==> config.mk <==
export PLATFORM = sky130hd
export DESIGN_NAME = pe_feeder
export DESIGN_NICKNAME = d
export VERILOG_FILES = /design/src/rtl/pe_feeder.sv
export SDC_FILE = /design/constraint.sdc
export NUM_CORES = 1
export LEC_CHECK = 0
export ABC_CLOCK_PERIOD_IN_PS = 1700
export CORE_MARGIN = 4
export CORE_UTILIZATION = 51
export CTS_BUF_LIST = sky130_fd_sc_hd__clkbuf_4
export DETAILED_ROUTE_END_ITERATION = 12
export GPL_ROUTABILITY_DRIVEN = 1
export PLACE_DENSITY = 0.75
export SLEW_MARGIN = 30
export SYNTH_ARGS = -nofsm -noshare
export SYNTH_HDL_FRONTEND = slang
export SYNTH_SLANG_ARGS = --single-unit
==> constraint.sdc <==
create_clock -name clk -period 1.7 [get_ports clk]
set_input_delay 0.34 -clock clk [delete_from_list [all_inputs] [get_ports clk]]
set_output_delay 0.34 -clock clk [all_outputs]
set_load 0.05 [all_outputs]
==> src/rtl/pe_feeder.sv <==
// Skew feeder for a systolic array: lane i of each accepted vector is delayed i+1 cycles,
// with zero bubbles on idle edges. Optional per-lane valid output under PE_FEEDER_LANE_VALID_EN.
module pe_feeder #(
    parameter int DATA_WIDTH = 8,
    parameter int PE_DIM     = 8
) (
    input  logic                         clk,
    input  logic                         rst_n,
    input  logic                         en,
    input  logic                         in_valid,
    output logic                         in_ready,
    input  logic [DATA_WIDTH*PE_DIM-1:0] in_data,
    input  logic                         in_last,
    output logic [DATA_WIDTH*PE_DIM-1:0] data_out,
    output logic                         busy,
    output logic                         done
`ifdef PE_FEEDER_LANE_VALID_EN
    ,
    output logic [PE_DIM-1:0]            lane_valid
`endif
);

    localparam int CNT_W = (PE_DIM > 1) ? $clog2(PE_DIM) : 1;
    // Drain ends once the last lane's element has one stage left to travel.
    localparam logic [CNT_W-1:0] CNT_LAST = CNT_W'((PE_DIM > 1) ? (PE_DIM - 2) : 0);

    typedef enum logic [1:0] {
        ST_IDLE   = 2'd0,
        ST_STREAM = 2'd1,
        ST_DRAIN  = 2'd2
    } state_t;

    state_t           state_r;
    logic [CNT_W-1:0] cnt_r;
    logic             done_r;
    logic             busy_r;
    logic             in_ready_s;
    logic             accept_s;

    // Handshake: no new vectors while the tail of a batch is draining out.
    always_comb begin
        in_ready_s = en & (state_r != ST_DRAIN);
        accept_s   = in_valid & in_ready_s;
    end

    assign in_ready = in_ready_s;
    assign busy     = busy_r;
    assign done     = done_r;

    // Batch control FSM with registered busy/done.
    always_ff @(posedge clk or negedge rst_n) begin
        if (!rst_n) begin
            state_r <= ST_IDLE;
            cnt_r   <= {CNT_W{1'b0}};
            done_r  <= 1'b0;
            busy_r  <= 1'b0;
        end else begin
            done_r <= 1'b0;
            if (en) begin
                case (state_r)
                    ST_IDLE, ST_STREAM: begin
                        if (accept_s) begin
                            if (in_last) begin
                                if (PE_DIM == 1) begin
                                    state_r <= ST_IDLE;
                                    done_r  <= 1'b1;
                                    busy_r  <= 1'b0;
                                end else begin
                                    state_r <= ST_DRAIN;
                                    cnt_r   <= {CNT_W{1'b0}};
                                    busy_r  <= 1'b1;
                                end
                            end else begin
                                state_r <= ST_STREAM;
                                busy_r  <= 1'b1;
                            end
                        end else begin
                            state_r <= state_r;
                            busy_r  <= busy_r;
                        end
                    end
                    ST_DRAIN: begin
                        if (cnt_r == CNT_LAST) begin
                            state_r <= ST_IDLE;
                            cnt_r   <= {CNT_W{1'b0}};
                            done_r  <= 1'b1;
                            busy_r  <= 1'b0;
                        end else begin
                            cnt_r <= cnt_r + CNT_W'(1);
                        end
                    end
                    default: begin
                        state_r <= ST_IDLE;
                        cnt_r   <= {CNT_W{1'b0}};
                        busy_r  <= 1'b0;
                    end
                endcase
            end
        end
    end

    for (genvar i = 0; i < PE_DIM; i++) begin : g_lane
        logic [DATA_WIDTH-1:0] pipe_r [0:i];
        logic [DATA_WIDTH-1:0] head_s;

        // Stage-0 input: the accepted element, or a zero bubble.
        always_comb begin
            if (accept_s) begin
                head_s = in_data[DATA_WIDTH*i +: DATA_WIDTH];
            end else begin
                head_s = {DATA_WIDTH{1'b0}};
            end
        end

        // Lane delay line of i+1 stages, frozen while en is low.
        always_ff @(posedge clk or negedge rst_n) begin
            if (!rst_n) begin
                for (int j = 0; j <= i; j++) begin
                    pipe_r[j] <= {DATA_WIDTH{1'b0}};
                end
            end else if (en) begin
                pipe_r[0] <= head_s;
                for (int j = 1; j <= i; j++) begin
                    pipe_r[j] <= pipe_r[j-1];
                end
            end
        end

        assign data_out[DATA_WIDTH*i +: DATA_WIDTH] = pipe_r[i];

`ifdef PE_FEEDER_LANE_VALID_EN
        logic vld_r [0:i];

        // Valid tag travels alongside the lane data.
        always_ff @(posedge clk or negedge rst_n) begin
            if (!rst_n) begin
                for (int j = 0; j <= i; j++) begin
                    vld_r[j] <= 1'b0;
                end
            end else if (en) begin
                vld_r[0] <= accept_s;
                for (int j = 1; j <= i; j++) begin
                    vld_r[j] <= vld_r[j-1];
                end
            end
        end

        assign lane_valid[i] = vld_r[i];
`endif
    end

endmodule

==> flow_metrics.env, run 1 <==
export IMPL_core_area_um2=21960
export IMPL_synthCells=705
export IMPL_hp_start="en"
export IMPL_grt_max_degree=65
export IMPL_r2r_start="state_r[0]"
export IMPL_fillers=1610
export IMPL_synth_area_leaders="dfrtp_1, mux2_2, buf_4"
export IMPL_slew_viol_final=0
export IMPL_yosysWarningCount=0
export IMPL_drc=0
export IMPL_dieHeight_um=157.8
export IMPL_io_pins=136
export IMPL_arrival_ns=1.44
export IMPL_powerDensity_nw_per_um2=1411
export IMPL_holdWs_ns=0.2199
export IMPL_worst_pin_slew_ns=0.5173
export IMPL_finalNetCount=924
export IMPL_grt_use_total_pct=16.64
export IMPL_synth_top_area_share_pct=64.51
export IMPL_num_rows=54
export IMPL_fmax_mhz=561.0
export IMPL_min_period_over_period_pct=104.8
export IMPL_cellLeakagePower_nw=6.922
export IMPL_max_cap_viol_count=0
export IMPL_clkTransAtPathRegs_ns=0.06
export IMPL_critPathMaxFanout=2
export IMPL_syn_area_um2=11440
export IMPL_synthTopCellsByCount="dfrtp_1, mux2_2, buf_4"
export IMPL_regArea_um2=7383
export IMPL_dp_hpwl_um=13050
export IMPL_drive_gt1_share_pct=50.06
export IMPL_vias=6121
export IMPL_clock_latency_ns=0.62
export IMPL_synthesis_nets=774
export IMPL_layoutNonFillerInstCount=1189
export IMPL_grt_pass1_wl_um=33480
export IMPL_synth_largest_area_cell="dfrtp_1"
export IMPL_max_slew_margin_rel_pct=65.52
export IMPL_setup_viol=1
export IMPL_layout_min_cycle_time_ns=1.782
export IMPL_use_met2_pct=26.49
export IMPL_fp_dieW_um=157.8
export IMPL_place_inst=1052
export IMPL_outcome="finished, violations left"
export IMPL_firstDrtPassIters=4
export IMPL_first_iter_violations=183
export IMPL_yosys_most_used_dff="dfrtp_1"
export IMPL_synthArstFlopShare_pct=100.0
export IMPL_grtUsageMet3_pct=6.424
export IMPL_synth_avg_cell_area_um2=16.23
export IMPL_grt_use_met1_pct=21.07
export IMPL_htreeDepth=3
export IMPL_regToRegEndpoint="cnt_r[0]"
export IMPL_grt_setup_unrepaired="yes"
export IMPL_hold_depth=2
export IMPL_ir_worst_vdd_v=0.0007895
export IMPL_violations="setup timing"
export IMPL_root_buffer="clkbuf_4"
export IMPL_ys_types=30
export IMPL_cts_buffers=76
export IMPL_min_path_type="in2reg"
export IMPL_finClkSkew_ns=0.02595
export IMPL_wl_per_cell_um=16.80
export IMPL_multi_input_area_um2=3299
export IMPL_grt_overflow=0
export IMPL_path_class="reg2out"
export IMPL_cts_sink_count=295
export IMPL_initial_utilization_pct=52.11
export IMPL_ys_seq_area_share_pct=64.51
export IMPL_r2r_cells=5
export IMPL_top_usage_layer="met2"
export IMPL_wl_um=19980
export IMPL_ant_nets=0
export IMPL_antenna_found_initial=2
export IMPL_fin_ws_ns=-0.08241
export IMPL_synth_edff_count=0
export IMPL_r2r_slack_ns=0.33
export IMPL_synth_most_common_cell="dfrtp_1"
export IMPL_ys_seq_elements=295
export IMPL_die_area_um2=24900
export IMPL_area_growth_syn_to_layout_pct=17.95
export IMPL_io_buffer_count=135
export IMPL_cp_required_ns=1.36
export IMPL_gp_congestion=0.8054
export IMPL_utilization_pct=61.47
export IMPL_grt_pass1_vias=6884
export IMPL_hold_viol=0
export IMPL_worst_setup_path_end_kind="primary output"
export IMPL_cp_start_kind="flip-flop"
export IMPL_viasPerCell=5.148
export IMPL_cts_path_max_buffers=3
export IMPL_hold_end="done"
export IMPL_cts_tree="done"
-- per-layer routing --
layer / wire length (um) / vias to the layer above
met4: 306 / 0
met2: 9685 / 158
met5: 0 / -
met3: 1396 / 29
met1: 8587 / 3123
li1: - / 2811
-- worst max-delay path, stage by stage (launching register included) --
cell and delay, ns:
dfrtp_2 0.41, and2b_4 0.18, nor2_4 0.11, buf_12 0.14
-- where the power goes --
part	switching, mW	total, mW	internal [mW]
Clock	2.65	5.72	3.07
Sequential	0.761	9.18	8.42
Combinational	2.28	4.15	1.87
-- flip-flops by register name, summed over array words and instances (netlist names) --
| register | cells |
|---|---|
| g_lane.pipe_r | 232 |
| data_out | 56 |
| cnt_r | 3 |
| state_r | 2 |
| busy | 1 |
| done | 1 |
-- cell families after synthesis --
kind of cell           Yosys count  synth area share, %
DFF                            295                64.51
muxes                          226                22.23
buffers and inverters           96                6.724
AOI/OAI and AO/OA               74                5.620
and+or+nand+nor                 14               0.9186
-- cells in the final DEF (no fill, tap or decap), types with 2 or more instances in the layout --
master | netlist | layout
a21o_1 | 3 | 3
a22o_1 | 60 | 60
a22o_2 | 4 | 4
buf_12 | 0 | 8
buf_4 | 75 | 90
clkbuf_4 | 0 | 115
clkdlybuf4s50_1 | 0 | 66
clkinv_1 | 0 | 13
dfrtp_1 | 295 | 294
diode_2 | 0 | 2
inv_2 | 0 | 2
mux2_2 | 225 | 225
nor2_1 | 3 | 2
o211ai_1 | 2 | 2
o21a_1 | 2 | 2
-- final cells by class --
class	count	share of cell area [%]
clock inverters	15	0.4264
diodes	2	0.03708
inverters	1	0.02781
clock buffers	115	6.396
repair buffers	167	11.37
well taps	280	2.595
flip-flops and latches	295	54.70
multi-input cells	314	24.44
-- stage by stage --
stage | TNS (ns) | setup WS, ns | area [um^2] | power, mW
final | -0.08241 | -0.08241 | 13500 | 19.05
after global routing | -0.1891 | -0.1891 | 13500 | 20.14
after CTS | -0.1570 | -0.1570 | 13490 | 19.36
after detailed placement | 0 | 0.05050 | 12520 | 13.44
after global placement | 0 | 0.1114 | 12520 | 13.18
after floorplan | 0 | 0.06712 | 11440 | 12.43
-- how the worst max path moves through the flow --
stage | from | end | slack (ns)
after floorplan | state_r[1] | in_ready | 0.07
after global placement | in_valid | g_lane[6].pipe_r[50] | 0.11
after CTS | state_r[1] | in_ready | -0.16
final | state_r[1] | in_ready | -0.08
after detailed placement | in_valid | g_lane[5].pipe_r[47] | 0.05
after global routing | state_r[1] | in_ready | -0.19
-- what timing repair did --
item	in CTS	in global routing
endpoints found under the setup margin	1	1
hold endpoints to repair	52	0
resized for setup	3	0
hold buffers	1	0
buffers inserted	3	1
Note: power is estimated with default switching activity, not from simulation.
==> run 2, diff against run 1 <==
--- a/config.mk
+++ b/config.mk
@@ -12,3 +12,3 @@
 export DETAILED_ROUTE_END_ITERATION = 12
-export GPL_ROUTABILITY_DRIVEN = 1
+export GPL_ROUTABILITY_DRIVEN = 0
 export PLACE_DENSITY = 0.75
--- a/constraint.sdc
+++ b/constraint.sdc
@@ -3,2 +3,2 @@
 set_output_delay 0.34 -clock clk [all_outputs]
-set_load 0.05 [all_outputs]
+set_load 0.005 [all_outputs]
==> run 2 against run 1 <==
  * The flow still finishes with violations (setup timing)
  * Clock power is 2% lower
  * First-iteration DRC count is 32% higher
  * Global-route usage is 0.38 points higher
  * Flip-flop and latch count stayed put
  * Sequential share of layout area is 0.53 points lower
  * Final cell count is 0.17% lower
  * Design area is 0.95% higher
  * Largest power group unchanged
  * Clock skew is 0.0033 ns higher
  * Setup slack worse by 0.010 ns
==> flow_metrics.env, run 2 (synthesis results as in run 1) <==
export IMPL_cp_start_kind="flip-flop"
export IMPL_grt_pass1_wl_um=33970
export IMPL_layout_min_cycle_time_ns=1.793
export IMPL_first_iter_violations=242
export IMPL_cts_sink_count=295
export IMPL_clock_power_share_pct=31.7
export IMPL_finalNetCount=928
export IMPL_setup_viol=1
export IMPL_critPathMaxFanout=2
export IMPL_cellLeakagePower_nw=6.905
export IMPL_grt_setup_unrepaired="yes"
export IMPL_antenna_found_initial=2
export IMPL_ant_nets=0
export IMPL_vias=6162
export IMPL_io_buffer_count=135
export IMPL_hold_viol=0
export IMPL_grt_use_total_pct=17.02
export IMPL_cp_required_ns=1.36
export IMPL_wl_um=20320
export IMPL_intPower_mw=13.25
export IMPL_violations="setup timing"
export IMPL_mostFrequentLayoutCells="dfrtp_1, mux2_2, clkbuf_4"
export IMPL_final_common_cell="dfrtp_1"
export IMPL_utilization_pct=62.06
export IMPL_combinationalPowerShare_pct=16.4
export IMPL_ir_worst_vdd_v=0.0007492
export IMPL_fp_dieW_um=157.8
export IMPL_fin_tns_setup_ns=-0.09285
export IMPL_cts_tree="done"
export IMPL_holdWs_ns=0.2351
export IMPL_multi_input_area_um2=3299
export IMPL_regArea_um2=7382
export IMPL_root_buffer="clkbuf_4"
export IMPL_drive_gt1_share_pct=43.09
export IMPL_die_area_um2=24900
export IMPL_grt_pass1_vias=6960
export IMPL_finClkSkew_ns=0.02925
export IMPL_min_period_over_period_pct=105.5
export IMPL_path_class="reg2out"
export IMPL_outcome="finished, violations left"
export IMPL_viasPerCell=5.191
export IMPL_io_pins=136
export IMPL_sw_frac_of_total_pct=25.10
export IMPL_grt_overflow=0
export IMPL_area_growth_syn_to_layout_pct=19.08
export IMPL_worst_setup_path_end_kind="primary output"
export IMPL_clock_latency_ns=0.64
export IMPL_num_rows=54
export IMPL_max_cap_viol_count=0
export IMPL_cts_path_max_buffers=3
export IMPL_dieHeight_um=157.8
export IMPL_wl_per_cell_um=17.12
export IMPL_min_path_type="in2async"
export IMPL_slew_viol_final=0
export IMPL_max_slew_margin_rel_pct=62.60
export IMPL_fmax_mhz=557.8
export IMPL_largest_reg_flops=232
export IMPL_fin_ws_ns=-0.09285
export IMPL_initial_utilization_pct=52.11
export IMPL_dp_hpwl_um=12940
export IMPL_powerDensity_nw_per_um2=1299
export IMPL_htreeDepth=3
export IMPL_clkTransAtPathRegs_ns=0.07
export IMPL_grt_max_degree=107
export IMPL_fillers=1615
export IMPL_pwr_share_seq_pct=51.9
export IMPL_worst_pin_slew_ns=0.5609
export IMPL_cts_buffers=76
export IMPL_firstDrtPassIters=4
export IMPL_largest_register="g_lane.pipe_r"
export IMPL_drc=0
export IMPL_place_inst=1049
export IMPL_power_mw=17.70
export IMPL_layoutNonFillerInstCount=1187
export IMPL_p_sw_mw=4.442
export IMPL_arrival_ns=1.45
export IMPL_core_area_um2=21960
-- run 2: power groups by stage --
stage               Clock [mW]  Sequential, mW  Combinational, mW
floorplan                    0            9.03               2.14
global placement             0            9.20               2.88
detailed placement           0            9.31               3.03
CTS                       5.86            9.19               2.91
global route              6.24            9.35               3.19
finish                    5.60            9.18               2.91
-- run 2: layer usage --
layer  track usage [%]  routed length (um)  vias up
li1                  -                   -     2824
met1             21.26                8634     3146
met2             27.36               10050      155
met3             5.522                1209       37
met4             7.415                 420        0
met5                 0                   0        -
-- run 2: final cells by class --
type	instances	share of cell area, %
Multi-Input combinational cell	314	24.21
Tap cell	280	2.571
Clock buffer	105	5.785
Antenna cell	2	0.03673
Sequential cell	295	54.17
Clock inverter	19	0.7346
Timing Repair Buffer	171	12.46
Inverter	1	0.02755
-- run 2: through the flow --
stage                     cell area (um^2)  setup WS (ns)
after floorplan                      11440         0.4570
after global placement               12670         0.1011
after detailed placement             12670        0.04707
after CTS                            13580        -0.1466
after global routing                 13630        -0.1934
final                                13630       -0.09285
-- run 2: path summary, 6_finish.rpt --
path | from | cells past startpoint | slack (ns) | to
setup / recovery | state_r[0] | 3 | -0.09 | in_ready
hold / removal | rst_n | 2 | 0.24 | data_out[53]
setup reg to reg | state_r[0] | 5 | 0.33 | g_lane[5].pipe_r[44]
hold reg to reg | g_lane[7].pipe_r[26] | 1 | 0.49 | g_lane[7].pipe_r[18]
max in group asynchronous | rst_n | 3 | 0.80 | data_out[37]
min in group clk | in_data[61] | 2 | 0.30 | g_lane[7].pipe_r[61]
-- run 2: timing repair --
item / 4_1_cts / 5_1_grt
setup buffers: 6 / 5
hold endpoints to repair: 131 / 0
resized for setup: 115 / 19
endpoints found under the setup margin: 67 / 21
hold buffers: 1 / 0
-- run 2: critical path, stage by stage, from the launching register on --
cell and delay, ns:
dfrtp_1 0.38, and2b_4 0.27, nor2_4 0.04, buf_2 0.12
==> run 3, diff against run 2 <==
Settings changed: ABC_CLOCK_PERIOD_IN_PS 1700 to 2200.
Clock period 1.7 ns to 2.2 ns, I/O delays scaled along.
==> run 3 against run 2 <==
  * Final cell count decreased by 1.2%
  * Largest power group unchanged
  * Register-to-register slack better by 0.51 ns
  * The run now ends clean
  * Design area decreased by 0.96%
  * Core utilization decreased by 0.60 points
  * Critical endpoint unchanged
==> flow_metrics.env, run 3 (synthesis results as in run 1) <==
export IMPL_largest_reg_flops=232
export IMPL_crit_chain="and2b_4, nor2_1, dlygate4sd2_1"
export IMPL_slew_viol_final=0
export IMPL_cp_start_kind="flip-flop"
export IMPL_grt_pass1_wl_um=33510
export IMPL_clock_power_share_pct=31.7
export IMPL_combinationalPowerShare_pct=16.5
export IMPL_io_pins=136
export IMPL_ant_nets=0
export IMPL_core_area_um2=21960
export IMPL_clkTransAtPathRegs_ns=0.07
export IMPL_crit_slowest_cell="dfrtp_1"
export IMPL_firstDrtPassIters=4
export IMPL_mostFrequentLayoutCells="dfrtp_1, mux2_2, clkdlybuf4s50_1"
export IMPL_fin_tns_setup_ns=0
export IMPL_io_buffer_count=135
export IMPL_path_buf_inv=1
export IMPL_arrival_ns=1.62
export IMPL_max_slew_margin_rel_pct=49.91
export IMPL_worst_pin_slew_ns=0.7514
export IMPL_final_common_cell="dfrtp_1"
export IMPL_cp_required_ns=1.76
export IMPL_first_iter_violations=316
export IMPL_grt_overflow=0
export IMPL_max_stage_delay_ns=0.39
export IMPL_pwr_share_seq_pct=51.7
export IMPL_fmax_mhz=484.5
export IMPL_p_sw_mw=3.389
export IMPL_worst_setup_path_end_kind="primary output"
export IMPL_finalNetCount=908
export IMPL_drive_gt1_share_pct=41.30
export IMPL_wl_um=19750
export IMPL_cts_sink_count=295
export IMPL_postPlaceCellArea_um2=12550
export IMPL_die_area_um2=24900
export IMPL_hold_viol=0
export IMPL_path_class="reg2out"
export IMPL_cts_buffers=76
export IMPL_root_buffer="clkbuf_4"
export IMPL_wl_per_cell_um=16.83
export IMPL_min_path_type="in2reg"
export IMPL_grt_use_total_pct=16.74
export IMPL_setup_viol=0
export IMPL_clock_latency_ns=0.63
export IMPL_max_cap_viol_count=0
export IMPL_drc=0
export IMPL_intPower_mw=10.35
export IMPL_viasPerCell=5.203
export IMPL_initial_utilization_pct=52.11
export IMPL_fp_dieW_um=157.8
export IMPL_cts_path_max_buffers=3
export IMPL_ir_worst_vdd_v=0.0004749
export IMPL_grt_pass1_vias=6825
export IMPL_layout_min_cycle_time_ns=2.064
export IMPL_grt_setup_unrepaired="no"
export IMPL_grt_max_degree=151
export IMPL_largest_register="g_lane.pipe_r"
export IMPL_num_rows=54
export IMPL_outcome="finished, final reports clean"
export IMPL_cellLeakagePower_nw=6.708
export IMPL_finClkSkew_ns=0.02735
export IMPL_critPathMaxFanout=3
export IMPL_dp_hpwl_um=12430
export IMPL_utilization_pct=61.46
export IMPL_htreeDepth=3
export IMPL_min_period_over_period_pct=93.81
export IMPL_crit_family="flip-flops"
export IMPL_area_growth_syn_to_layout_pct=17.93
export IMPL_vias=6103
export IMPL_stdcell_area_um2=13500
export IMPL_cts_tree="done"
export IMPL_sw_frac_of_total_pct=24.68
export IMPL_powerDensity_nw_per_um2=1018
export IMPL_antenna_found_initial=1
export IMPL_dieHeight_um=157.8
-- run 3: timing repair --
action	4_1_cts	5_1_grt
hold buffers	1	0
setup endpoints to repair	1	0
buffers inserted	2	0
hold endpoints to repair	51	0
resized for setup	2	0
-- run 3: cell type report --
cell class	count	area [um^2]
multi-input cells	314	3292
diodes	2	5.005
well taps	280	350.3
repair buffers	151	1544
fillers	1609	8463
clock inverters	16	61.31
inverters	1	3.754
clock buffers	114	855.8
flip-flops and latches	295	7383
-- run 3: per-layer routing --
| metal | global-route usage, % | vias to the layer above | share of wire [%] |
|---|---|---|---|
| met2 | 26.75 | 163 | 49 |
| met3 | 6.042 | 32 | 6.0 |
| met4 | 6.186 | 0 | 1.7 |
| met5 | 0 | - | 0 |
| li1 | - | 2772 | - |
| met1 | 21.14 | 3136 | 43 |
-- run 3: per-stage QoR --
stage	setup WS, ns	hold WS (ns)	instances	total power, mW
after floorplan	0.8570	0.1444	705	8.633
after detailed placement	0.2900	0.3921	1038	9.492
final	0.1361	0.2683	1173	13.74
after global placement	0.3598	0.3970	1038	9.300
after CTS	0.07100	0.1887	1171	14.01
after global routing	0.03666	0.2036	1172	14.64
-- run 3: worst paths after layout --
kind	start	to	slack, ns	cells past startpoint
min in group asynchronous	rst_n	data_out[49]	0.33	2
setup / recovery	state_r[0]	in_ready	0.14	3
setup reg to reg	state_r[1]	g_lane[1].pipe_r[14]	0.84	4
max in group asynchronous	rst_n	g_lane[4].pipe_r[9]	1.11	3
hold reg to reg	g_lane[7].pipe_r[51]	g_lane[7].pipe_r[43]	0.49	1
hold / removal	en	data_out[39]	0.27	2
-- run 3: power groups by stage --
stage / sequential, mW / combinational, mW / clock (mW)
floorplan: 6.98 / 1.65 / 0
global placement: 7.13 / 2.17 / 0
detailed placement: 7.22 / 2.27 / 0
CTS: 7.12 / 2.32 / 4.58
global route: 7.24 / 2.49 / 4.90
finish: 7.10 / 2.27 / 4.36
